`src/rtl/qam_pkg.sv`:
```
// Shared definitions for the 16-QAM symbol slicer: sample width, Gray levels,
// FSM state type and the per-channel decision helper.
package qam_pkg;

  localparam int DEMULT_W = 18;

  localparam logic [1:0] QAM_GRAY_NEG3 = 2'b00;
  localparam logic [1:0] QAM_GRAY_NEG1 = 2'b01;
  localparam logic [1:0] QAM_GRAY_POS1 = 2'b11;
  localparam logic [1:0] QAM_GRAY_POS3 = 2'b10;

  typedef enum logic {
    IDLE = 1'b0,
    RUN  = 1'b1
  } slicer_state_t;

  // Maps the three threshold comparisons (>= +T, >= 0, >= -T) to a Gray level.
  function automatic logic [1:0] gray_level(input logic ge_pos,
                                            input logic ge_zero,
                                            input logic ge_neg);
    logic [1:0] lvl;
    if (ge_pos)       lvl = QAM_GRAY_POS3;
    else if (ge_zero) lvl = QAM_GRAY_POS1;
    else if (ge_neg)  lvl = QAM_GRAY_NEG1;
    else              lvl = QAM_GRAY_NEG3;
    return lvl;
  endfunction

endpackage

```
`src/rtl/qam_iad_chan.sv`:
```
// One integrate-and-dump channel: accumulates samples of a symbol and, on dump,
// registers the final sum together with its 2-bit Gray decision.
module qam_iad_chan
  import qam_pkg::*;
#(
  parameter int                      ACC_W  = 22,
  parameter logic signed [ACC_W-1:0] THRESH = '0
) (
  input  logic                       clk,
  input  logic                       rst_n,
  input  logic signed [DEMULT_W-1:0] sample,
  input  logic                       load,
  input  logic                       add,
  input  logic                       dump,
  output logic signed [ACC_W-1:0]    acc_out,
  output logic [1:0]                 bits
);

  localparam logic signed [ACC_W-1:0] NEG_THRESH = -THRESH;

  logic signed [ACC_W-1:0] sample_ext;
  logic signed [ACC_W-1:0] sum;
  logic signed [ACC_W-1:0] acc_reg;
  logic signed [ACC_W-1:0] acc_out_reg;
  logic [1:0]              bits_reg;
  logic                    ge_pos;
  logic                    ge_zero;
  logic                    ge_neg;

  assign sample_ext = ACC_W'(sample);
  assign sum        = acc_reg + sample_ext;

  // The decision is taken on the sum that includes the last sample of the symbol.
  assign ge_pos  = (sum >= THRESH);
  assign ge_zero = ~sum[ACC_W-1];
  assign ge_neg  = (sum >= NEG_THRESH);

  always_ff @(posedge clk or negedge rst_n) begin
    if (!rst_n) begin
      acc_reg     <= '0;
      acc_out_reg <= '0;
      bits_reg    <= 2'b00;
    end else begin
      if (load) begin
        acc_reg <= sample_ext;
      end else if (add || dump) begin
        acc_reg <= sum;
      end
      if (dump) begin
        acc_out_reg <= sum;
        bits_reg    <= gray_level(ge_pos, ge_zero, ge_neg);
      end
    end
  end

  assign acc_out = acc_out_reg;
  assign bits    = bits_reg;

endmodule

```
`src/rtl/qam_symbol_slicer.sv`:
```
// Integrate-and-dump matched filter plus 16-QAM hard slicer for demodulated I/Q
// products; the FSM tracks symbol alignment from sym_sync and flags realigns.
module qam_symbol_slicer
  import qam_pkg::*;
#(
  parameter  int SPS           = 16,
  parameter  int THRESH_SAMPLE = 8192,
  localparam int ACC_W         = DEMULT_W + $clog2(SPS)
) (
  input  logic                       axi_clk,
  input  logic                       axi_rstn,
  input  logic                       demult_valid,
  input  logic signed [DEMULT_W-1:0] demult_i,
  input  logic signed [DEMULT_W-1:0] demult_q,
  input  logic                       sym_sync,
  output logic                       sym_valid,
  output logic [3:0]                 sym_data,
  output logic signed [ACC_W-1:0]    acc_i,
  output logic signed [ACC_W-1:0]    acc_q,
  output logic                       align_err,
  output logic                       locked
);

  localparam int                      CNT_W    = $clog2(SPS);
  localparam logic [CNT_W-1:0]        CNT_LAST = CNT_W'(SPS - 1);
  localparam logic [CNT_W-1:0]        CNT_ONE  = CNT_W'(1);
  localparam logic signed [ACC_W-1:0] THRESH   = ACC_W'(THRESH_SAMPLE * SPS);

  slicer_state_t    state_reg;
  slicer_state_t    state_next;
  logic [CNT_W-1:0] cnt_reg;
  logic [CNT_W-1:0] cnt_next;
  logic             sym_valid_reg;
  logic             align_err_reg;
  logic             locked_reg;
  logic             load;
  logic             add;
  logic             dump;
  logic             realign;
  logic [1:0]       bits_i;
  logic [1:0]       bits_q;

  // Per-sample control decode; a sync on any non-first sample (including the
  // last one) restarts the symbol instead of dumping it.
  always_comb begin
    load       = 1'b0;
    add        = 1'b0;
    dump       = 1'b0;
    realign    = 1'b0;
    cnt_next   = cnt_reg;
    state_next = state_reg;
    if (demult_valid) begin
      case (state_reg)
        IDLE: begin
          if (sym_sync) begin
            load       = 1'b1;
            cnt_next   = CNT_ONE;
            state_next = RUN;
          end
        end
        RUN: begin
          if (sym_sync && (cnt_reg != '0)) begin
            load     = 1'b1;
            realign  = 1'b1;
            cnt_next = CNT_ONE;
          end else if (cnt_reg == '0) begin
            load     = 1'b1;
            cnt_next = CNT_ONE;
          end else if (cnt_reg == CNT_LAST) begin
            dump     = 1'b1;
            cnt_next = '0;
          end else begin
            add      = 1'b1;
            cnt_next = cnt_reg + CNT_ONE;
          end
        end
        default: begin
          state_next = IDLE;
          cnt_next   = '0;
        end
      endcase
    end
  end

  always_ff @(posedge axi_clk or negedge axi_rstn) begin
    if (!axi_rstn) begin
      state_reg     <= IDLE;
      cnt_reg       <= '0;
      sym_valid_reg <= 1'b0;
      align_err_reg <= 1'b0;
      locked_reg    <= 1'b0;
    end else begin
      state_reg     <= state_next;
      cnt_reg       <= cnt_next;
      sym_valid_reg <= dump;
      align_err_reg <= realign;
      locked_reg    <= (state_next == RUN);
    end
  end

  qam_iad_chan #(
    .ACC_W (ACC_W),
    .THRESH(THRESH)
  ) u_chan_i (
    .clk    (axi_clk),
    .rst_n  (axi_rstn),
    .sample (demult_i),
    .load   (load),
    .add    (add),
    .dump   (dump),
    .acc_out(acc_i),
    .bits   (bits_i)
  );

  qam_iad_chan #(
    .ACC_W (ACC_W),
    .THRESH(THRESH)
  ) u_chan_q (
    .clk    (axi_clk),
    .rst_n  (axi_rstn),
    .sample (demult_q),
    .load   (load),
    .add    (add),
    .dump   (dump),
    .acc_out(acc_q),
    .bits   (bits_q)
  );

  assign sym_valid = sym_valid_reg;
  assign sym_data  = {bits_i, bits_q};
  assign align_err = align_err_reg;
  assign locked    = locked_reg;

endmodule

```
`config.mk`:
```
export PLATFORM = sky130hd
export DESIGN_NAME = qam_symbol_slicer
export DESIGN_NICKNAME = d
export VERILOG_FILES = /design/src/rtl/qam_pkg.sv /design/src/rtl/qam_iad_chan.sv /design/src/rtl/qam_symbol_slicer.sv
export SDC_FILE = /design/constraint.sdc
export NUM_CORES = 1
export LEC_CHECK = 0
export CAP_MARGIN = 20
export CORE_MARGIN = 4
export CORE_UTILIZATION = 55
export DETAILED_ROUTE_END_ITERATION = 8
export PLACE_DENSITY_LB_ADDON = 0.05
export SYNTH_ARGS = -nofsm -noshare
export SYNTH_HDL_FRONTEND = slang
export SYNTH_SLANG_ARGS = --single-unit
```
`constraint.sdc`:
```
create_clock -name axi_clk -period 3.2 [get_ports axi_clk]
set_input_delay 0.64 -clock axi_clk [delete_from_list [all_inputs] [get_ports axi_clk]]
set_output_delay 0.64 -clock axi_clk [all_outputs]
set_load 0.005 [all_outputs]
```
Word level (Yosys, flattened, before mapping). Cells that the tools add are included. Widths: inputs -> output; s select.

Bits in registers: 99. Input bits: 40. Logic and storage cells: 60.

Eq/ne operators: 2. Add/subtract/negate cells: 3. $lt $le $gt $ge: 4. Bitwise gates (word level): 1. Reduce and logical (&&, ||, !) cells: 6. Muxes and demuxes: 34.

Operator list (count): $mux 22 (4); $add 22x18->22 (2); $ge 22x18->1 const B (2); $ge 22x19->1 const B (2); $mux 1 (20); $mux 4 (4); $mux 2 (4); $pmux 4 s2 (1); $add 4x1->4 const B (1); $eq 4x4->1 const B (1); $logic_not 4->1 (1); $reduce_bool 4->1 (1); $ne 2x2->1 const B (1); $pmux 1 s2 (1); $reduce_and 2->1 (1); $reduce_bool 2->1 (1); $logic_and 1x1->1 (1); $logic_or 1x1->1 (1); $not 1->1 (1).

Logic depth before layout (Yosys ltp).
Word-level depth: 9. Depth in mapped cells: 12. Gate-level depth less buffers: 12.

Modules after synthesis. From an unflattened synthesis, not the netlist that was laid out.

Cells, all modules: 636. Area total of the unflattened synthesis: 6403.6 µm².

By module, submodules not included: qam_iad_chan (u_chan_q) (sequential area each 1151.1 µm², cells an instance 309, area an instance 3110.5 µm², times used 1); qam_iad_chan (u_chan_i) (sequential area each 1151.1 µm², cells an instance 288, area an instance 2910.3 µm², times used 1); qam_symbol_slicer (sequential area each 175.2 µm², cells an instance 39, area an instance 382.9 µm², times used 1).

Worst setup path after synthesis. No wires, ideal clock.

Path type: input to register. From: in demult_q[0]. To: reg u_chan_q.bits_reg[0], in the netlist u_chan_q.bits[0]. Required time: 3.134 ns. Slack: 0.260 ns. Arrival time: 2.874 ns. Stages on the path: 12. Cells stage by stage: ha_1 inv_1 fa_1 nor2b_4 o31a_1 o21a_1 o21ai_1 a2111oi_0 a311oi_1 or3_1 nor3b_2 o31a_1.

Longest elaborated chain between the ends: 5.

RTL lines: start, declared (RTL line qam_symbol_slicer.sv:14) `input logic signed [DEMULT_W-1:0] demult_q,`; $add 22x18->22 (*) (RTL line qam_iad_chan.sv:31) `assign sum = acc_reg + sample_ext;`; $ge 22x18->1 (RTL line qam_iad_chan.sv:36) `assign ge_neg = (sum >= NEG_THRESH);`; $mux 1 (RTL line qam_pkg.sv:24) `else if (ge_neg) lvl = QAM_GRAY_NEG1;`; $mux 2 (RTL line qam_pkg.sv:23) `else if (ge_zero) lvl = QAM_GRAY_POS1;`; $mux 2 (*) (RTL line qam_pkg.sv:22) `if (ge_pos) lvl = QAM_GRAY_POS3;`; end signal, assigned (RTL line qam_iad_chan.sv:51) `bits_reg <= gray_level(ge_pos, ge_zero, ge_neg);`; end, declared (RTL line qam_iad_chan.sv:25) `logic [1:0] bits_reg;`.

Every way passes the cells marked *; elsewhere a longest branch is shown, timed or not. A chain may end at the register's enable or synchronous reset.

Final worst setup path.
From: in demult_q[1]. To: reg u_chan_q.bits_reg[0], in the netlist u_chan_q.bits[0].

Same word-level chain as after synthesis.

==> results by group <==
STA
  – Period utilisation layout: 0.982
  – Maximum clock rate: 318 MHz
  – Post-route minimum period: 3140 ps
  – Final Setup Violations: 0
  – Final Skew: 9.18 ps
  – Fin. Hold Viols: 0
  – Slew Limit Fails: 0
  – Max_slew headroom: 0.483
  – Worst Tran Pin Value: 776 ps

Synthesis
  – Number of cells produced by synthesis: 676
  – Post-synth ARST share: 1.00
  – Synth area leaders: dfrtp_1 41%, ha_1 9.2%, o21ai_0 6.0%
  – Syn Area/Cell: 8.88 um^2
  – Top_reg_cell synth: dfrtp_1
  – Synthesized Nets: 762
  – Post-synth EDFFs: 0
  – Leading area contributor after synthesis: dfrtp_1
  – Yosys warns: 0
  – Post-synth cell types: 64
  – Synthesized cell area: 6000 um^2
  – FF+latch count, synth: 99
  – Seq/Total Area, Yosys: 0.413
  – Yosys top cell area share: 0.413

Layout
  – Fin util: 0.761
  – # fillers: 812
  – Area delta synth->final: 32.6%
  – Nets: 933
  – Area of the multi-input gates: 3400 um^2
  – Share of cells above drive strength 1: 0.165
  – Reg area: 2480 um^2

Run status
  – Outcome: completed

Floorplanning
  – Die Y: 112 um
  – Die Wd: 112 um
  – DIE AREA: 12600 um^2
  – Row count: 37
  – Initial Util: 0.574
  – Core area: 10500 um^2
  – Ports: 91

Setup path
  – Critical Path Start Type: input port
  – Critical Path RT: 3520 ps
  – Worst setup EP type: flop
  – Critical path class: input port to flop
  – Crit-path max FO: 3
  – CP arrival: 3470 ps

Placement
  – PortBufs: 90
  – GP Congestion: 0.938
  – Post-DP HPWL: 11800 um

Power
  – Pwr/cell area: 598 nW/um^2
  – Maximum VDD drop: 0.446 mV
  – Leakage Power: 3.70 nW
  – Tot Pwr: 4.76 mW

Detailed routing
  – Metal-1 WL: 6800 um
  – # DRC: 0
  – WL per Instance: 16.6 um
  – Max Used Layer: met4
  – Wire length on met3: 847 um
  – Avg Vias per Cell: 5.84
  – Initial DRC count: 349
  – Detail Route Antenna Nets: 0
  – Met2 Wirelength: 8430 um
  – First-pass DRT Iterations: 5
  – DRT Wirelength: 16500 um
  – Vias after detailed routing: 5779

Clock network
  – Root Buffer: clkbuf_8
  – TritonCTS clock tree: done
  – CTS Buf Count: 9
  – Clock Path Buffers: 2
  – Post-CTS Hold Buffers: 0
  – CTS H-tree lvls: 3
  – Clock-pin slew on the worst setup and hold paths: 90 ps
  – Sink Count: 99
  – Clk_lat worst skew: 390 ps

GRT
  – Initial antenna violation count: 1
  – First-pass GRT wire length: 28200 um
  – Largest net degree at the start of global routing: 85
  – Number of global-route vias before repair: 6096
  – GRT overflow: 0
  – Overall Global Routing Usage: 0.269

Hold path
  – Hold WC Path Type: input port to asynchronous set/reset pin

Job
  – Max Cap Violations: 0
==> worst max-delay path, cell delays in order <==
cell and delay [ps]:
clkdlybuf4s50_1 500, inv_1 80, fa_2 420, nor2b_4 120, o31a_1 180, o21a_1 160, o21ai_1 100, a2111oi_2 430
a311oi_2 110, or3_4 390, nor3b_2 180, o31a_1 140
==> cells in the mapped netlist, drive strengths merged, types with 2 or more instances <==
| cell type | number |
|---|---|
| buf | 3 |
| a2111oi | 2 |
| xor2 | 14 |
| a311oi | 2 |
| o2111ai | 4 |
| ha | 44 |
| o211ai | 3 |
| nor2b | 5 |
| nor3b | 2 |
| xnor2 | 21 |
| a31oi | 7 |
| a22oi | 2 |
| or3 | 7 |
| clkbuf | 22 |
| and2 | 2 |
| and4 | 4 |
| o21ai | 78 |
| nor3 | 10 |
| inv | 24 |
| o31a | 3 |
| a21boi | 3 |
| a21o | 18 |
| nand3 | 8 |
| nand2b | 5 |
| a221o | 2 |
| o21a | 9 |
| dfrtp | 99 |
| a21oi | 58 |
| or2 | 3 |
| o22ai | 25 |
| and3 | 4 |
| nand2 | 88 |
| nand4 | 5 |
| a222oi | 5 |
| nor2 | 63 |
| o31ai | 2 |
| a211oi | 3 |
| fa | 2 |
| o21bai | 3 |
==> cell families after synthesis <==
logic type	Yosys count	synth area share
AND/OR/NAND/NOR	210	0.160
flip-flops	99	0.413
adder cells (fa/ha/maj)	46	0.0984
buffers and inverters	49	0.0309
XOR/XNOR	35	0.0523
AO/OA/AOI/OAI	235	0.242
multiplexers	2	0.00354
==> layout by cell type (no fill, tap or decap), types with 4 or more instances in the layout <==
cell              n
nand2b_1          5
and3_1            4
a222oi_1          5
dfrtp_1          99
clkdlybuf4s50_1  86
o2111ai_1         4
a21oi_1          55
or3_1             4
o21a_1            9
o22ai_1          25
xnor2_1          20
a31oi_1           7
and4_1            4
nor2_1           61
buf_4            95
inv_1            24
xor2_1           14
nand3_1           7
clkbuf_8         11
ha_1             42
o21ai_0          72
a21o_1           18
o21ai_1           5
nand4_1           5
nor3_1           10
nand2_1          88
==> area by class of cell <==
| type | instances | area share |
|---|---|---|
| Multi-Input combinational cell | 528 | 0.428 |
| Sequential cell | 99 | 0.311 |
| Timing Repair Buffer | 185 | 0.204 |
| Inverter | 24 | 0.0113 |
| Clock inverter | 5 | 0.00440 |
| Antenna cell | 1 | 0.000314 |
| Clock buffer | 11 | 0.0190 |
| Tap cell | 136 | 0.0214 |
==> where the power goes <==
part | internal (mW) | total, mW | switching, mW | leakage, nW
clock network | 0.327 | 0.785 | 0.459 | 0.0957
logic | 1.18 | 2.46 | 1.28 | 2.33
registers | 1.41 | 1.52 | 0.107 | 1.27
total | 2.92 | 4.76 | 1.84 | 3.70
==> worst paths after layout <==
kind	slack, ps	end	from	cells after the start
min in group axi_clk	480	u_chan_q.acc_out[13]	u_chan_q.acc_out[13]	2
hold reg to reg	480	u_chan_q.acc_out[13]	u_chan_q.acc_out[13]	2
hold / removal	300	u_chan_q.acc_out[10]	axi_rstn	1
max in group asynchronous	2060	u_chan_q.acc_reg[3]	axi_rstn	2
setup / recovery	60	u_chan_q.bits[0]	demult_q[1]	12
setup reg to reg	270	u_chan_q.bits[0]	u_chan_q.acc_reg[0]	12
==> timing repair <==
action                                  CTS  global route
pin swaps                                 0            13
resized for setup                         2            14
buffers inserted                          0             4
endpoints found under the setup margin    1             4
hold endpoints to repair                  0             0
==> routing by layer <==
| layer | up-vias | track usage |
|---|---|---|
| met2 | 165 | 0.487 |
| met4 | 0 | 0.0929 |
| met3 | 38 | 0.0647 |
| met1 | 2792 | 0.310 |
| li1 | 2784 | - |
| met5 | - | 0 |
==> per-stage QoR <==
| step | std cells | setup TNS, ps | hold WS [ps] | cell area, um^2 | setup WS (ps) |
|---|---|---|---|---|---|
| after global routing | 989 | -48.7 | 357 | 7960 | -48.7 |
| after CTS | 983 | 0 | 314 | 7860 | 20.0 |
| final | 989 | 0 | 295 | 7960 | 56.2 |
| after global placement | 967 | -2210 | 459 | 7670 | -326 |
| after floorplan | 676 | 0 | 344 | 6000 | 260 |
| after detailed placement | 967 | -4110 | 465 | 7670 | -409 |
Power figures use the tool's default switching activity.
